## src/rtl/img_mem_arbiter_if.sv

```systemverilog
// img_mem_arbiter_if: reader/writer handshakes and the single-port RAM bus
interface img_mem_arbiter_if #(parameter int ADDR_W = 17, parameter int DATA_W = 8);
  logic rd_req, rd_gnt, rd_valid, wr_req, wr_gnt, mem_en, mem_we;
  logic [ADDR_W-1:0] rd_addr, wr_addr, mem_addr;
  logic [DATA_W-1:0] rd_data, wr_data, mem_wdata, mem_rdata;
  modport slave (
    input  rd_req, rd_addr, wr_req, wr_addr, wr_data, mem_rdata,
    output rd_gnt, rd_valid, rd_data, wr_gnt, mem_en, mem_we, mem_addr, mem_wdata
  );
  modport master (
    output rd_req, rd_addr, wr_req, wr_addr, wr_data, mem_rdata,
    input  rd_gnt, rd_valid, rd_data, wr_gnt, mem_en, mem_we, mem_addr, mem_wdata
  );
endinterface

```

## src/rtl/img_mem_arbiter.sv

```systemverilog
// img_mem_arbiter: read-priority RAM arbiter with a bounded writer wait and out-of-range guard
module img_mem_arbiter #(
  parameter int IMG_WIDTH  = 356,
  parameter int IMG_HEIGHT = 356,
  parameter int ADDR_W     = 17,
  parameter int DATA_W     = 8,
  parameter int MAX_WAIT   = 15
) (
  input  logic        clk,
  input  logic        rst,
  img_mem_arbiter_if.slave bus,
  output logic        err_oob,
  output logic [15:0] forced_cnt
);
  localparam logic [31:0] PIX = 32'(IMG_WIDTH * IMG_HEIGHT);
  localparam int WW = $clog2(MAX_WAIT + 2);
  logic [WW-1:0] wait_cnt;
  logic forced, rd_oob, wr_oob, rd_v1, rd_v2, rd_z1, rd_z2;
  always_comb begin
    forced       = bus.wr_req && wait_cnt == WW'(MAX_WAIT);
    bus.rd_gnt   = rst && bus.rd_req && !forced;
    bus.wr_gnt   = rst && bus.wr_req && (forced || !bus.rd_req);
    rd_oob       = 32'(bus.rd_addr) >= PIX;
    wr_oob       = 32'(bus.wr_addr) >= PIX;
    bus.rd_valid = rd_v2;
    bus.rd_data  = rd_v2 && !rd_z2 ? bus.mem_rdata : '0;
  end
  // a waiting writer is always granted once it reaches MAX_WAIT, so the counter cannot overrun
  always_ff @(posedge clk or negedge rst) begin
    if (!rst) begin
      wait_cnt      <= '0;
      forced_cnt    <= '0;
      err_oob       <= 1'b0;
      bus.mem_en    <= 1'b0;
      bus.mem_we    <= 1'b0;
      bus.mem_addr  <= '0;
      bus.mem_wdata <= '0;
      rd_v1         <= 1'b0;
      rd_v2         <= 1'b0;
      rd_z1         <= 1'b0;
      rd_z2         <= 1'b0;
    end else begin
      wait_cnt   <= bus.wr_req && !bus.wr_gnt ? wait_cnt + WW'(1) : '0;
      forced_cnt <= forced && !(&forced_cnt) ? forced_cnt + 16'd1 : forced_cnt;
      err_oob    <= err_oob | (bus.rd_gnt && rd_oob) | (bus.wr_gnt && wr_oob);
      bus.mem_en <= (bus.rd_gnt && !rd_oob) || (bus.wr_gnt && !wr_oob);
      bus.mem_we <= bus.wr_gnt && !wr_oob;
      if (bus.rd_gnt && !rd_oob)
        bus.mem_addr <= bus.rd_addr;
      if (bus.wr_gnt && !wr_oob) begin
        bus.mem_addr  <= bus.wr_addr;
        bus.mem_wdata <= bus.wr_data;
      end
      rd_v1 <= bus.rd_gnt;
      rd_z1 <= rd_oob;
      rd_v2 <= rd_v1;
      rd_z2 <= rd_z1;
    end
  end
endmodule
```

## src/flat_wrapper.sv

```systemverilog
// flat-port wrapper written by rule: the top's interface ports become plain ports
module img_mem_arbiter_flat 
#(
  parameter int IMG_WIDTH  = 356,
  parameter int IMG_HEIGHT = 356,
  parameter int ADDR_W     = 17,
  parameter int DATA_W     = 8,
  parameter int MAX_WAIT   = 15
)
  (clk, rst, err_oob, forced_cnt, bus_rd_req, bus_rd_addr, bus_wr_req, bus_wr_addr, bus_wr_data, bus_mem_rdata, bus_rd_gnt, bus_rd_valid, bus_rd_data, bus_wr_gnt, bus_mem_en, bus_mem_we, bus_mem_addr, bus_mem_wdata);
  img_mem_arbiter_if #(.ADDR_W(ADDR_W), .DATA_W(DATA_W)) bus_i ();
  input  logic clk;
  input  logic rst;
  output logic err_oob;
  output logic [15:0] forced_cnt;
  input wire logic [$bits(bus_i.rd_req)-1:0] bus_rd_req;
  input wire logic [$bits(bus_i.rd_addr)-1:0] bus_rd_addr;
  input wire logic [$bits(bus_i.wr_req)-1:0] bus_wr_req;
  input wire logic [$bits(bus_i.wr_addr)-1:0] bus_wr_addr;
  input wire logic [$bits(bus_i.wr_data)-1:0] bus_wr_data;
  input wire logic [$bits(bus_i.mem_rdata)-1:0] bus_mem_rdata;
  output wire logic [$bits(bus_i.rd_gnt)-1:0] bus_rd_gnt;
  output wire logic [$bits(bus_i.rd_valid)-1:0] bus_rd_valid;
  output wire logic [$bits(bus_i.rd_data)-1:0] bus_rd_data;
  output wire logic [$bits(bus_i.wr_gnt)-1:0] bus_wr_gnt;
  output wire logic [$bits(bus_i.mem_en)-1:0] bus_mem_en;
  output wire logic [$bits(bus_i.mem_we)-1:0] bus_mem_we;
  output wire logic [$bits(bus_i.mem_addr)-1:0] bus_mem_addr;
  output wire logic [$bits(bus_i.mem_wdata)-1:0] bus_mem_wdata;
  assign bus_i.rd_req = bus_rd_req;
  assign bus_i.rd_addr = bus_rd_addr;
  assign bus_i.wr_req = bus_wr_req;
  assign bus_i.wr_addr = bus_wr_addr;
  assign bus_i.wr_data = bus_wr_data;
  assign bus_i.mem_rdata = bus_mem_rdata;
  assign bus_rd_gnt = bus_i.rd_gnt;
  assign bus_rd_valid = bus_i.rd_valid;
  assign bus_rd_data = bus_i.rd_data;
  assign bus_wr_gnt = bus_i.wr_gnt;
  assign bus_mem_en = bus_i.mem_en;
  assign bus_mem_we = bus_i.mem_we;
  assign bus_mem_addr = bus_i.mem_addr;
  assign bus_mem_wdata = bus_i.mem_wdata;
  img_mem_arbiter #(.IMG_WIDTH(IMG_WIDTH), .IMG_HEIGHT(IMG_HEIGHT), .ADDR_W(ADDR_W), .DATA_W(DATA_W), .MAX_WAIT(MAX_WAIT)) u_core (.clk(clk), .rst(rst), .bus(bus_i), .err_oob(err_oob), .forced_cnt(forced_cnt));
endmodule
```

## config.mk

```make
export PLATFORM = sky130hd
export DESIGN_NAME = img_mem_arbiter_flat
export DESIGN_NICKNAME = d
export VERILOG_FILES = /design/src/rtl/img_mem_arbiter_if.sv /design/src/rtl/img_mem_arbiter.sv /design/src/flat_wrapper.sv
export SDC_FILE = /design/constraint.sdc
export NUM_CORES = 1
export LEC_CHECK = 0
export BUFFER_PORTS_ARGS = -buffer_cell sky130_fd_sc_hd__buf_2
export CAP_MARGIN = 20
export CORE_ASPECT_RATIO = 0.6
export CORE_MARGIN = 5
export CORE_UTILIZATION = 48
export CTS_CLUSTER_DIAMETER = 50
export DETAILED_ROUTE_END_ITERATION = 10
export GPL_TIMING_DRIVEN = 0
export PLACE_DENSITY = 0.78
export SLEW_MARGIN = 5
export SYNTH_ARGS = -nofsm -noshare
export SYNTH_HDL_FRONTEND = slang
export SYNTH_SLANG_ARGS = --single-unit
```

## constraint.sdc

```tcl
create_clock -name clk -period 2.3 [get_ports clk]
set_input_delay 0.23 -clock clk [delete_from_list [all_inputs] [get_ports clk]]
set_output_delay 0.23 -clock clk [all_outputs]
set_load 0.005 [all_outputs]
```

==> results.yml <==
drt:
  wl_met1_mm: 3.044
  drt_wl_total_mm: 6.898
  wl_met2_mm: 2.873
  highest_layer: "met4"
  drc: 0
  avgRoutedWirePerCell_um: 16.08
  drt_iter0_drc: 174
  postRouteAntennaNets: 0
  firstDrtPassIters: 4
  viasPerCell: 5.713
  dr_total_vias: 2451
  met3_length_um: 959
power:
  p_total_mw: 2.025
  power.static_leakage_nw: 1.766
  powerDensity_nw_per_um2: 593.7
  combPwrFrac: 0.176
  ir_drop_mv: 0.3888
  clockPowerShare: 0.297
  internal_power_mw: 1.513
  seqPwrFrac: 0.527
  switchingPower_mw: 0.5126
  switching_share: 0.2531
finish:
  synthToLayoutAreaGrowth_pct: 30.62
  layout.nets: 420
  final_common_cell: "buf_2"
  final_cell_mix: "113 x buf_2, 53 x dfrtp_1, 21 x nand3_1"
  drive_gt1_frac: 0.3967
  diodes: 0
cts:
  clkSlewWorstSetupHoldPaths_ps: 90
  h-tree-depth: 2
  cts.sinks: 53
  clkLatencyLatePin_ps: 290
  clk_root_buffer_cell: "clkbuf_8"
  cts_made_buffers: 5
  cts_tree: "built"
  cts_setup_buffers: 0
  clock_path_buffers: 2
critical_path:
  setup.worst_path.start: "u_core.wait_cnt[0]$_DFF_PN0_"
  worst_path_largest_cell_delay_ps: 380
  r2r_cells: 9
  crit_fanout: 10
  path_cells: "ha_1, and3_1, ha_2, nand2b_4, nand3_4, a21o_1, buf_4, inv_4, mux2_1"
  r2r_start: "u_core.wait_cnt[0]$_DFF_PN0_"
  worst_setup_path_end_kind: "flip-flop"
  reg2reg_to: "u_core.bus.mem_wdata[2]$_DFFE_PN0P_"
  critPathSlowestCell: "dfrtp_1"
  required_ps: 2480
  crit_buf_inv: 2
  worstPathArrival_ps: 2340
  cp_top_family: "simple AND/OR/NAND/NOR gates"
  rrSetupSlack_ps: 140
  critPathKind: "reg2reg"
  start_kind: "flip-flop"
floorplanning:
  die_w_um: 105.2
  coreArea_um2: 5155
  initial_utilization: 0.5066
  num_io_pins: 109
  die_area_um2: 7063
  die_height_um: 67.13
  rows: 20
sta:
  tightest_slew_ps: 745.7
  slew_violations: 0
  finClkSkew_ps: 4.370
  finalSetupViolations: 0
  relSlewSlack: 0.5012
  whs_ps: 147.0
  post-route-period-util: 0.9408
  max_freq_mhz: 462.2
  layout_min_cycle_time_ps: 2164
  hold_viol: 0
yosys:
  avgSynthCellArea_um2: 10.66
  synth_top_area_share: 0.5079
  yosysWarnings: 0
  syn_nets: 302
  synth-seq-cells: 53
  ys_types: 43
  synth-edff-count: 0
  syn_inst: 245
  synth_flop_cell: "dfrtp_1"
  synthArstFlopShare: 1.000
  synth.largest_area_cell: "dfrtp_1"
  syn_area_um2: 2611
  synthTopCellsByArea: "dfrtp_1 51%, a211oi_1 4.6%, xor2_1 4.4%, nand3_1 4.2%, a31oi_1 4.1%"
  synth_sequential_area_ratio: 0.5079
min_path:
  min_to: "u_core.bus.mem_wdata[1]$_DFFE_PN0P_"
  hold_depth: 2
  holdCritPathClass: "in2reg"
  worst_hold_startpoint: "bus_wr_data[1]"
grt:
  grt_overflow_total: 0
  grt_max_degree: 40
  grt_pass1_wl_mm: 11.57
  antenna_found_initial: 0
  grt_pass1_vias: 2425
  track_usage: 0.2022
run_status:
  run_status: "completed"
placement:
  io_buffer_count: 108
  routabilityCongestion: 0.9330
  place.detailed.hpwl_mm: 5.422
run:
  max_cap_viol_count: 0
-- layout make-up --
| cell class | instances | area (um^2) |
|---|---|---|
| clock inverter | 2 | 35.03 |
| multi-input combinational | 174 | 1227 |
| clock buffer | 5 | 68.82 |
| fill | 408 | 1744 |
| buffer | 13 | 68.82 |
| tap | 66 | 82.58 |
| sequential | 53 | 1326 |
| timing repair buffer | 111 | 580.6 |
| inverter | 5 | 21.27 |
-- synthesized netlist by cell type (all sizes together), types with 2 or more instances --
master / instances
nor2: 12
buf: 8
o21ai: 15
a211oi: 16
mux2: 10
nand3: 23
and3: 6
nand2: 12
inv: 5
and2: 10
nor4: 5
xnor2: 4
a31oi: 17
xor2: 13
ha: 3
clkbuf: 5
dfrtp: 53
nand4: 9
nor3: 2
a21oi: 4
-- state kept, by name (all words and copies together) (netlist names) --
name	flops
u_core.bus.mem_we	1
u_core.rd_z1	1
u_core.bus.mem_wdata	8
u_core.rd_z2	1
u_core.err_oob	1
u_core.wait_cnt	5
u_core.rd_v1	1
u_core.bus.mem_addr	17
u_core.bus.rd_valid	1
u_core.bus.mem_en	1
u_core.forced_cnt	16
-- per-stage QoR --
stage / cells / area (um^2) / utilization / setup TNS (ps) / worst slack, ps
2_1_floorplan: 245 / 2611 / - / 0 / 241.3
3_3_place_gp: 419 / 3234 / 0.6274 / -11150 / -582.1
3_5_place_dp: 420 / 3254 / 0.6313 / -529.5 / -71.62
4_1_cts: 429 / 3383 / 0.6563 / 0 / 54.38
5_1_grt: 429 / 3411 / 0.6617 / -7.533 / -4.559
6_report: 429 / 3411 / 0.6617 / 0 / 136.2
-- cells by family (layout without fill, tap and decap cells) --
logic type | count (synthesis) | in the layout | synth area share
adders and majority gates | 3 | 3 | 0.01438
AOI/OAI and AO/OA | 59 | 59 | 0.1533
xor gates and xnor gates | 17 | 17 | 0.05702
buffers and inverters | 18 | 136 | 0.03258
DFF | 53 | 53 | 0.5079
muxes | 10 | 10 | 0.04312
and+or+nand+nor | 85 | 85 | 0.1917
-- power by group through the flow --
stage,logic (mW),registers (mW),clock network (mW)
floorplan,0.137,1.09,0
global placement,0.342,1.08,0
detailed placement,0.353,1.08,0
CTS,0.357,1.07,0.620
global route,0.403,1.08,0.659
finish,0.357,1.07,0.601
-- worst reg2reg max path, delay by kind of cell (launching register included) --
family / cells / cell delay, ps
and+or+nand+nor: 3 / 470
adders and majority gates: 2 / 390
DFF: 1 / 380
muxes: 1 / 330
buffers and inverters: 2 / 290
AOI/OAI and AO/OA: 1 / 190
-- how the worst max path moves through the flow --
| stage | endpoint | cells after the start | slack [ps] |
|---|---|---|---|
| after floorplan | u_core.bus.mem_wdata[0]$_DFFE_PN0P_ | 9 | 240 |
| after global placement | u_core.bus.mem_wdata[6]$_DFFE_PN0P_ | 6 | -580 |
| after detailed placement | u_core.bus.mem_wdata[3]$_DFFE_PN0P_ | 9 | -70 |
| after CTS | u_core.bus.mem_wdata[3]$_DFFE_PN0P_ | 9 | 50 |
| after global routing | u_core.bus.mem_wdata[1]$_DFFE_PN0P_ | 9 | -5 |
| final | u_core.bus.mem_wdata[2]$_DFFE_PN0P_ | 9 | 140 |
-- timing repair --
| item | 4_1_cts | 5_1_grt |
|---|---|---|
| cloned | 0 | 0 |
| gates resized for setup | 1 | 9 |
| setup endpoints to repair | 9 | 19 |
| endpoints found under the hold margin | 17 | 0 |
| hold buffers | 2 | 0 |
-- per-layer routing --
metal | up-vias | GRT usage
li1 | 1148 | -
met1 | 1156 | 0.2849
met2 | 145 | 0.2936
met3 | 2 | 0.08405
met4 | 0 | 0.03987
met5 | - | 0
(Power assumes the default switching activity.)
